**config.mk**
```make
export PLATFORM = sky130hd
export DESIGN_NAME = cv32e40p_fetch_buffer
export DESIGN_NICKNAME = d
export VERILOG_FILES = /design/src/rtl/cv32e40p_pkg.sv /design/src/rtl/cv32e40p_fetch_fifo.sv /design/src/rtl/cv32e40p_fetch_buffer.sv
export SDC_FILE = /design/constraint.sdc
export NUM_CORES = 1
export LEC_CHECK = 0
export CAP_MARGIN = 20
export CORE_ASPECT_RATIO = 0.6
export CORE_UTILIZATION = 40
export CTS_CLUSTER_DIAMETER = 60
export CTS_CLUSTER_SIZE = 30
export DETAILED_ROUTE_END_ITERATION = 10
export HOLD_SLACK_MARGIN = 0.15
export PLACE_DENSITY_LB_ADDON = 0.12
export SETUP_SLACK_MARGIN = 0.4
export SLEW_MARGIN = 20
export SYNTH_ARGS = -nofsm -noshare
export SYNTH_HDL_FRONTEND = slang
export SYNTH_SLANG_ARGS = --single-unit
```
**constraint.sdc**
```tcl
create_clock -name clk -period 7.1 [get_ports clk]
set_input_delay 1.42 -clock clk [delete_from_list [all_inputs] [get_ports clk]]
set_output_delay 1.42 -clock clk [all_outputs]
set_load 0.1 [all_outputs]
```
**src/rtl/cv32e40p_pkg.sv**
```systemverilog
// rtl/cv32e40p_pkg.sv - shared types and helpers for the instruction fetch path
package cv32e40p_pkg;

  typedef enum logic [1:0] {
    IDLE           = 2'd0,
    WAIT_GNT       = 2'd1,
    WAIT_GNT_FLUSH = 2'd2
  } fetch_state_e;

  localparam logic [31:0] FETCH_WORD_BYTES = 32'd4;

  function automatic logic [31:0] word_align(input logic [31:0] addr);
    return addr & ~32'h3;
  endfunction

endpackage

```
**src/rtl/cv32e40p_fetch_fifo.sv**
```systemverilog
// rtl/cv32e40p_fetch_fifo.sv - synchronous instruction word FIFO with clear, no bypass
module cv32e40p_fetch_fifo #(
  parameter int DEPTH = 4
) (
  input  logic                     clk,
  input  logic                     rst,
  input  logic                     clear_i,
  input  logic                     push_i,
  input  logic [31:0]              wdata_i,
  input  logic                     pop_i,
  output logic [31:0]              rdata_o,
  output logic [$clog2(DEPTH):0]   cnt_o
);

  localparam int PTR_W = $clog2(DEPTH);

  logic [31:0]      mem_q [DEPTH];
  logic [PTR_W-1:0] wptr_q, wptr_d;
  logic [PTR_W-1:0] rptr_q, rptr_d;
  logic [PTR_W:0]   cnt_q, cnt_d;
  logic             pop_ok;

  assign pop_ok = pop_i && (cnt_q != '0);

  always_comb begin
    wptr_d = wptr_q;
    rptr_d = rptr_q;
    cnt_d  = cnt_q;
    if (clear_i) begin
      wptr_d = '0;
      rptr_d = '0;
      cnt_d  = '0;
    end else begin
      if (push_i) wptr_d = wptr_q + 1'b1;
      if (pop_ok) rptr_d = rptr_q + 1'b1;
      cnt_d = cnt_q + (PTR_W+1)'(push_i) - (PTR_W+1)'(pop_ok);
    end
  end

  always_ff @(posedge clk) begin
    if (rst) begin
      wptr_q <= '0;
      rptr_q <= '0;
      cnt_q  <= '0;
    end else begin
      wptr_q <= wptr_d;
      rptr_q <= rptr_d;
      cnt_q  <= cnt_d;
    end
  end

  // Storage needs no reset: the count alone decides what is valid.
  always_ff @(posedge clk) begin
    if (push_i && !clear_i) mem_q[wptr_q] <= wdata_i;
  end

  assign rdata_o = mem_q[rptr_q];
  assign cnt_o   = cnt_q;

endmodule

```
**src/rtl/cv32e40p_fetch_buffer.sv**
```systemverilog
// rtl/cv32e40p_fetch_buffer.sv - instruction prefetch buffer between IF stage and instruction bus
module cv32e40p_fetch_buffer
  import cv32e40p_pkg::*;
#(
  parameter int DEPTH           = 4,
  parameter int MAX_OUTSTANDING = 2
) (
  input  logic        clk,
  input  logic        rst,
  input  logic        req_i,
  input  logic        branch_i,
  input  logic [31:0] branch_addr_i,
  output logic        fetch_valid_o,
  input  logic        fetch_ready_i,
  output logic [31:0] fetch_rdata_o,
  output logic [31:0] fetch_addr_o,
  output logic        instr_req_o,
  output logic [31:0] instr_addr_o,
  input  logic        instr_gnt_i,
  input  logic        instr_rvalid_i,
  input  logic [31:0] instr_rdata_i,
  output logic        busy_o
);

  localparam int CNT_W = $clog2(DEPTH) + 1;
  localparam int OUT_W = $clog2(MAX_OUTSTANDING + 1);

  fetch_state_e     state_q, state_d;
  logic [31:0]      req_addr_q, req_addr_d;
  logic [31:0]      out_addr_q, out_addr_d;
  logic [31:0]      br_addr_q, br_addr_d;
  logic [OUT_W-1:0] outstanding_q, outstanding_d;
  logic [OUT_W-1:0] drop_cnt_q, drop_cnt_d;
  logic [CNT_W-1:0] fifo_cnt;
  logic [31:0]      target;
  logic             credit, gnt_accept, push, pop;

  assign target = word_align(branch_addr_i);

  // Reserving FIFO room for every in-flight word means a push can never hit a full FIFO.
  assign credit = req_i
               && (int'(outstanding_q) < MAX_OUTSTANDING)
               && (int'(fifo_cnt) + int'(outstanding_q) < DEPTH);

  always_comb begin
    state_d     = state_q;
    req_addr_d  = req_addr_q;
    br_addr_d   = br_addr_q;
    instr_req_o = 1'b0;
    unique case (state_q)
      IDLE: begin
        instr_req_o = credit && !branch_i;
        if (instr_req_o) begin
          if (instr_gnt_i) req_addr_d = req_addr_q + FETCH_WORD_BYTES;
          else             state_d    = WAIT_GNT;
        end
        if (branch_i) req_addr_d = target;
      end
      WAIT_GNT: begin
        // The bus forbids changing the address of an ungranted request.
        instr_req_o = 1'b1;
        if (instr_gnt_i) begin
          state_d    = IDLE;
          req_addr_d = branch_i ? target : req_addr_q + FETCH_WORD_BYTES;
        end else if (branch_i) begin
          state_d   = WAIT_GNT_FLUSH;
          br_addr_d = target;
        end
      end
      WAIT_GNT_FLUSH: begin
        instr_req_o = 1'b1;
        if (branch_i) br_addr_d = target;
        if (instr_gnt_i) begin
          state_d    = IDLE;
          req_addr_d = branch_i ? target : br_addr_q;
        end
      end
      default: state_d = IDLE;
    endcase
  end

  assign gnt_accept = instr_req_o && instr_gnt_i;
  assign push       = instr_rvalid_i && (drop_cnt_q == '0) && !branch_i;
  assign pop        = fetch_valid_o && fetch_ready_i && !branch_i;

  always_comb begin
    outstanding_d = outstanding_q + OUT_W'(gnt_accept) - OUT_W'(instr_rvalid_i);
    drop_cnt_d    = drop_cnt_q;
    out_addr_d    = out_addr_q;
    if (branch_i) begin
      // Everything still in flight after this cycle belongs to the old stream.
      drop_cnt_d = outstanding_d;
      out_addr_d = target;
    end else begin
      if (instr_rvalid_i && (drop_cnt_q != '0)) drop_cnt_d = drop_cnt_d - 1'b1;
      if ((state_q == WAIT_GNT_FLUSH) && gnt_accept) drop_cnt_d = drop_cnt_d + 1'b1;
      if (pop) out_addr_d = out_addr_q + FETCH_WORD_BYTES;
    end
  end

  always_ff @(posedge clk) begin
    if (rst) begin
      state_q       <= IDLE;
      req_addr_q    <= '0;
      out_addr_q    <= '0;
      br_addr_q     <= '0;
      outstanding_q <= '0;
      drop_cnt_q    <= '0;
    end else begin
      state_q       <= state_d;
      req_addr_q    <= req_addr_d;
      out_addr_q    <= out_addr_d;
      br_addr_q     <= br_addr_d;
      outstanding_q <= outstanding_d;
      drop_cnt_q    <= drop_cnt_d;
    end
  end

  cv32e40p_fetch_fifo #(
    .DEPTH (DEPTH)
  ) u_fifo (
    .clk     (clk),
    .rst     (rst),
    .clear_i (branch_i),
    .push_i  (push),
    .wdata_i (instr_rdata_i),
    .pop_i   (pop),
    .rdata_o (fetch_rdata_o),
    .cnt_o   (fifo_cnt)
  );

  assign fetch_valid_o = (fifo_cnt != '0);
  assign fetch_addr_o  = out_addr_q;
  assign instr_addr_o  = req_addr_q;
  assign busy_o        = (outstanding_q != '0) || instr_req_o;

endmodule

```
==> Word-level counts from Yosys, hierarchy flattened <==
Memories as Yosys holds them, arrays and structs flattened. A register that Yosys moved wholly into a read port is not among the register bits.
Index checks and enable logic that the tools add are counted.
{ "word_totals": {"n_memories": 1, "regBits": 109, "output_inout_bits": 99, "wordCells": 88, "mem_bits_rw": 128} }
{ "memory_table": {"columns": ["memory", "words", "word_bits", "rd", "rd_ports_with_merged_regs", "wr", "line", "text"], "rows": [
  ["u_fifo.mem_q", 4, 32, 1, 1, 1, "cv32e40p_fetch_fifo.sv:17", "logic [31:0] mem_q [DEPTH];"]
]} }
{ "classes": {"n_lt_le_gt_ge": 2, "muxes": 27, "n_eq_ne": 10, "n_reduce_logical": 27, "addsub": 11} }
{ "ops": {"columns": ["op", "count"], "rows": [
  ["2-to-1 mux 32 bit", 10],
  ["one-hot mux 32 bit (3 select lines)", 1],
  ["adder 32 x 3 -> 32 bit, second input constant", 2],
  ["one-hot mux 32 bit (2 select lines)", 1],
  ["2-to-1 mux 2 bit", 11],
  ["logical AND 1 bit", 12],
  ["inequality test 2 bit, second input constant", 5],
  ["inequality test 3 bit, second input constant", 3],
  ["nonzero test 2 bit", 4],
  ["adder 2 x 1 -> 2 bit, second input constant", 3],
  ["one-hot mux 2 bit (3 select lines)", 1],
  ["nonzero test 3 bit", 2],
  ["AND reduction 5 bit", 1],
  ["adder 3 x 2 -> 4 bit", 1],
  ["logical NOT 2 bit", 2],
  ["less-than comparator 4 x 3 -> 1 bit, second input constant", 1],
  ["AND reduction 4 bit", 1],
  ["OR reduction 2 bit", 2],
  ["adder 3 x 1 -> 3 bit", 1],
  ["subtractor 3 x 1 -> 3 bit", 1],
  ["adder 2 x 1 -> 2 bit", 1],
  ["== test 2 x 1 -> 1 bit, second input constant", 1],
  ["== test 2 bit, second input constant", 1],
  ["less-than comparator 2 bit, second input constant", 1],
  ["other kinds (7)", 8]
]} }

==> Longest topological paths before layout <==
{ "depth": {"depth_word": 9, "depth_mapped": 13, "mapped_depth_nobuf": 13} }

==> By module <==
A second synthesis with hierarchy kept.
{ "unflattened": {"cells_unflattened": 911, "area_unflattened_um2": 10696.5} }
{ "modules_own_cells": {"columns": ["mod", "cells_each", "area_per_inst_um2", "n_inst"], "rows": [
  ["cv32e40p_fetch_buffer", 698, 5552.8, 1],
  ["cv32e40p_fetch_fifo", 213, 5143.7, 1]
]} }

==> Worst setup path after synthesis <==
No wires, ideal clock.
{ "synth_path": {"path_kind": "input -> output", "startpoint": "input port req_i", "endpoint": "output port busy_o", "t_arrival_ps": 4066, "stages": 4, "n_path_buf": 0, "slack_ps": 1614, "cell_sequence": "nor4b_2 -> a41oi_1 -> nor2_1 -> or3_1"} }
{ "synth_via": {"elab_chain_len": 5} }
{ "synth_rtl": {"columns": ["element", "line", "text"], "rows": [
  ["start, declared", "cv32e40p_fetch_buffer.sv:10", "input logic req_i,"],
  ["logical AND 1 bit", "cv32e40p_fetch_buffer.sv:42", "&& (int'(outstanding_q) < MAX_OUTSTANDING)"],
  ["logical AND 1 bit", "cv32e40p_fetch_buffer.sv:43", "&& (int'(fifo_cnt) + int'(outstanding_q) < DEPTH);"],
  ["logical AND 1 bit", "cv32e40p_fetch_buffer.sv:52", "instr_req_o = credit && !branch_i;"],
  ["one-hot mux 1 bit (2 select lines)", "cv32e40p_fetch_buffer.sv:50", "unique case (state_q)"],
  ["named net instr_req_o", "cv32e40p_fetch_buffer.sv:17", "output logic instr_req_o,"],
  ["logical OR 1 bit", "cv32e40p_fetch_buffer.sv:135", "assign busy_o = (outstanding_q != '0) || instr_req_o;"],
  ["end, declared", "cv32e40p_fetch_buffer.sv:22", "output logic busy_o"]
]} }
The timed path passes the listed nets, and every way through them passes these cells.

==> Worst setup path after layout <==
{ "layout_path": {"startpoint": "input port req_i", "endpoint": "output port busy_o"} }
{ "layout_via": {"elab_chain_len": 5} }
{ "layout_rtl": {"columns": ["element", "line"], "rows": [
  ["logical AND 1 bit", "cv32e40p_fetch_buffer.sv:42"],
  ["logical AND 1 bit", "cv32e40p_fetch_buffer.sv:43"],
  ["logical AND 1 bit", "cv32e40p_fetch_buffer.sv:52"],
  ["one-hot mux 1 bit (2 select lines)", "cv32e40p_fetch_buffer.sv:50"],
  ["logical OR 1 bit", "cv32e40p_fetch_buffer.sv:135"]
]} }
Every way passes these cells.

==> summary.md <==
| Metric | Value |
|---|---|
| Status | complete, no violations |
| Synth Warn # | 0 |
| DR vias | 7842 |
| Worst-skew pair later-pin latency | 490 ps |
| Crit share post-route | 63.4% |
| Worst Setup Start Kind | primary input |
| Prevailing post-synth register cell | edfxtp_1 |
| Placement-stage cell area | 12500 sq um |
| Die Y | 128 um |
| Nets@finish | 1141 |
| H-tree depth | 1 |
| CP Data Arrival Time | 3080 ps |
| Vias in the first global route | 7388 |
| Crit end category | primary output |
| Clock-pin transition on the worst setup and hold timing paths | 90 ps |
| Seq/Total Area, Yosys | 56.6% |
| Initial Utilization | 41.4% |
| P&R area growth vs syn | 22.6% |
| Row cnt | 45 |
| GR Overflow Total | 0 |
| Leak pwr | 0.00459 uW |
| Drt total wl | 28.2 mm |
| Most common cell after layout, fill and taps aside | clkdlybuf4s50_1 |
| Clk pwr share | 24.1% |
| Yosys top cell by area | edfxtp_1 |
| CTS tree | done |
| Largest net degree at the start of global routing | 75 |
| Drt drc | 0 |
| Core ar. | 25700 sq um |
| Delay-heaviest family, CP | buffers and inverters |
| Synth top area cells | edfxtp_1, dfxtp_1, mux4_2, mux2i_1, nor2_1 |
| Root Driver | clkbuf_16 |
| Initial antenna violation count | 1 |
| Max Root-Sink Buffers | 3 |
| Die ar. | 27300 sq um |
| Number of synthesized flops with an enable pin | 128 |
| Async set-or-reset flop fraction in the synthesized netlist | 0% |
| Hold_ws | 481 ps |
| # setup viols final | 0 |
| Worst path cell trace | clkdlybuf4s50_1 > nor4b_2 > a41oi_1 > nor2_1 > or3_1 > buf_4 |
| Crit. Startpoint | req_i |
| Worst Path Max Fanout | 4 |
| Max-Cap Viols | 0 |
| Post-synthesis cell type count | 71 |
| RR Endpoint | br_addr_q[4] |
| CP peak stage delay | 460 ps |
| Final instance area | 13000 sq um |
| Fin. Hold Viols | 0 |
| Post-synthesis instance total | 915 |
| Vias per Instance | 5.55 |
| Final design utilization | 50.8% |
| Fraction of layout cells with a size suffix above 1 | 8.21% |
| Slowest CP cell | clkdlybuf4s50_1 |
| CP Capture Point | busy_o |
| Max Clock Freq | 222 MHz |
| Total inserted antenna cells | 0 |
| Cts hold-fix bufs | 0 |
| FF-to-FF Start | state_q[0] |
| RSZ-0062 raised after global routing | no |
| Slew Limit Headroom | 26.5% |
| Yosys reg bits | 237 |
| Worst endpoint required time | 5680 ps |
| Hold Crit Class | register to register |
| Sw Pwr | 1550 uW |
| PortBufs | 165 |
| Worst slew pin tran | 1100 ps |
| Most frequent cells in the layout | clkdlybuf4s50_1, edfxtp_1, dfxtp_1 |
| Cell Pwr Density | 297 nW/um^2 |
| WP depth | 6 |
| Num ports | 170 |
| Final ANT Viol Nets | 0 |
| Post-CTS resize count | 0 |
| Bufs and invs on worst path | 2 |
| R2R cell count | 8 |
| Avg WL per Cell | 20.0 um |
| CP Class | primary input to primary output |
| Post-CTS setup buffer count | 0 |
| Total track usage | 20.6% |
| Syn_area_per_cell | 11.6 sq um |
| DP Wirelength | 19.2 mm |
| P_int | 2330 uW |
| Reg power frac | 42.9% |
| First-pass GRT wire length | 43.0 mm |
| Top cell type's share of synthesized area | 36.1% |
| Worst Skew | 11.1 ps |
| Total Power | 3880 uW |
| Sum Neg Setup Slack | 0 ps |
| Min cycle time layout | 4500 ps |
| Placer Congestion | 0.836 |
| DR iter-0 viols | 670 |
| Synth Cell Area | 10600 sq um |
| Setup slack, reg-to-reg | 3950 ps |
| Max-slew violation count | 0 |
| Switching part of the total | 40.0% |
| Chip width | 213 um |
| Peak VDD IR | 0.301 mV |
| Combinational Power Share | 33.1% |
| Router iterations before antenna repair | 5 |
| Clk sink count | 237 |
| CTS Buf Count | 15 |
[power groups by stage]
stage               combinational, uW  clock, uW  sequential (uW)
global placement                 1270          0             1690
CTS                              1280        966             1660
global route                     1350       1010             1680
detailed placement               1280          0             1690
finish                           1280        935             1660
floorplan                         682          0             1960
[synthesized netlist by cell type, drive strengths merged, types with 6 or more instances]
cell and instances:
edfxtp 128, dfxtp 109, nor2 96, nand2 62
a21oi 54, o21ai 41, mux2i 37, clkbuf 32
mux4 32, nand3 32, nand4 29, xor2 25
buf 23, inv 22, ha 16, nor3 14
a211oi 13, xnor2 13, nor4 12, a31oi 9
and4 9, a21boi 8, and3 8, nand2b 8
and2 7, o21a 6
[per-stage QoR]
step | worst slack, ps | instances
floorplan | 1610 | 916
global placement | 2600 | 1388
detailed placement | 2620 | 1388
CTS | 2520 | 1412
global route | 2500 | 1412
finish | 2600 | 1412
[layer usage]
metal | vias to the layer above | track usage [%] | share of wire, %
met3 | 23 | 3.59 | 6.1
met2 | 258 | 30.0 | 43
met5 | - | 0 | 0
met1 | 3878 | 32.0 | 50
met4 | 0 | 3.85 | 1.4
li1 | 3683 | - | -
[worst min path at each step]
| stage | startpoint | slack, ps | cells after the start | end |
|---|---|---|---|---|
| final | instr_addr_o[0] | 480 | 2 | instr_addr_o[0] |
| after global routing | instr_addr_o[0] | 510 | 2 | instr_addr_o[0] |
| after CTS | br_addr_q[1] | 490 | 2 | instr_addr_o[1] |
| after detailed placement | br_addr_q[1] | 460 | 2 | instr_addr_o[1] |
| after global placement | instr_addr_o[1] | 470 | 2 | instr_addr_o[1] |
| after floorplan | br_addr_q[0] | 440 | 2 | instr_addr_o[0] |
[worst reg2reg max path: stages (launching register included)]
cell	delay [ps]
dfxtp_1	360
inv_1	110
ha_1	150
buf_4	430
clkinv_1	540
mux2i_1	320
nand2_2	640
mux2i_1	410
nor2_1	60
[flip-flops by register name, summed over array words and instances (netlist names), named ones only]
| register | cells |
|---|---|
| u_fifo.mem_q | 128 |
| br_addr_q | 32 |
| instr_addr_o | 32 |
| fetch_addr_o | 30 |
| u_fifo.cnt_o | 3 |
| drop_cnt_q | 2 |
| outstanding_q | 2 |
| state_q | 2 |
| u_fifo.rptr_q | 2 |
| u_fifo.wptr_q | 2 |
[final cells by class]
class,count,area [sq um]
Tap cell,352,440
Inverter,23,86.3
Timing Repair Buffer,176,1720
Fill cell,2321,12600
Clock buffer,16,379
Clock inverter,8,108
Sequential cell,237,6030
Multi-Input combinational cell,600,4290
[logic make-up after synthesis]
logic type,synth area share (%)
buffers and inverters,3.28
muxes,10.3
adders and majority gates,2.07
DFF,56.6
other,0.0352
and+or+nand+nor,14.4
xor gates and xnor gates,3.13
AOI/OAI and AO/OA,10.2
Power figures use the tool's default switching activity.
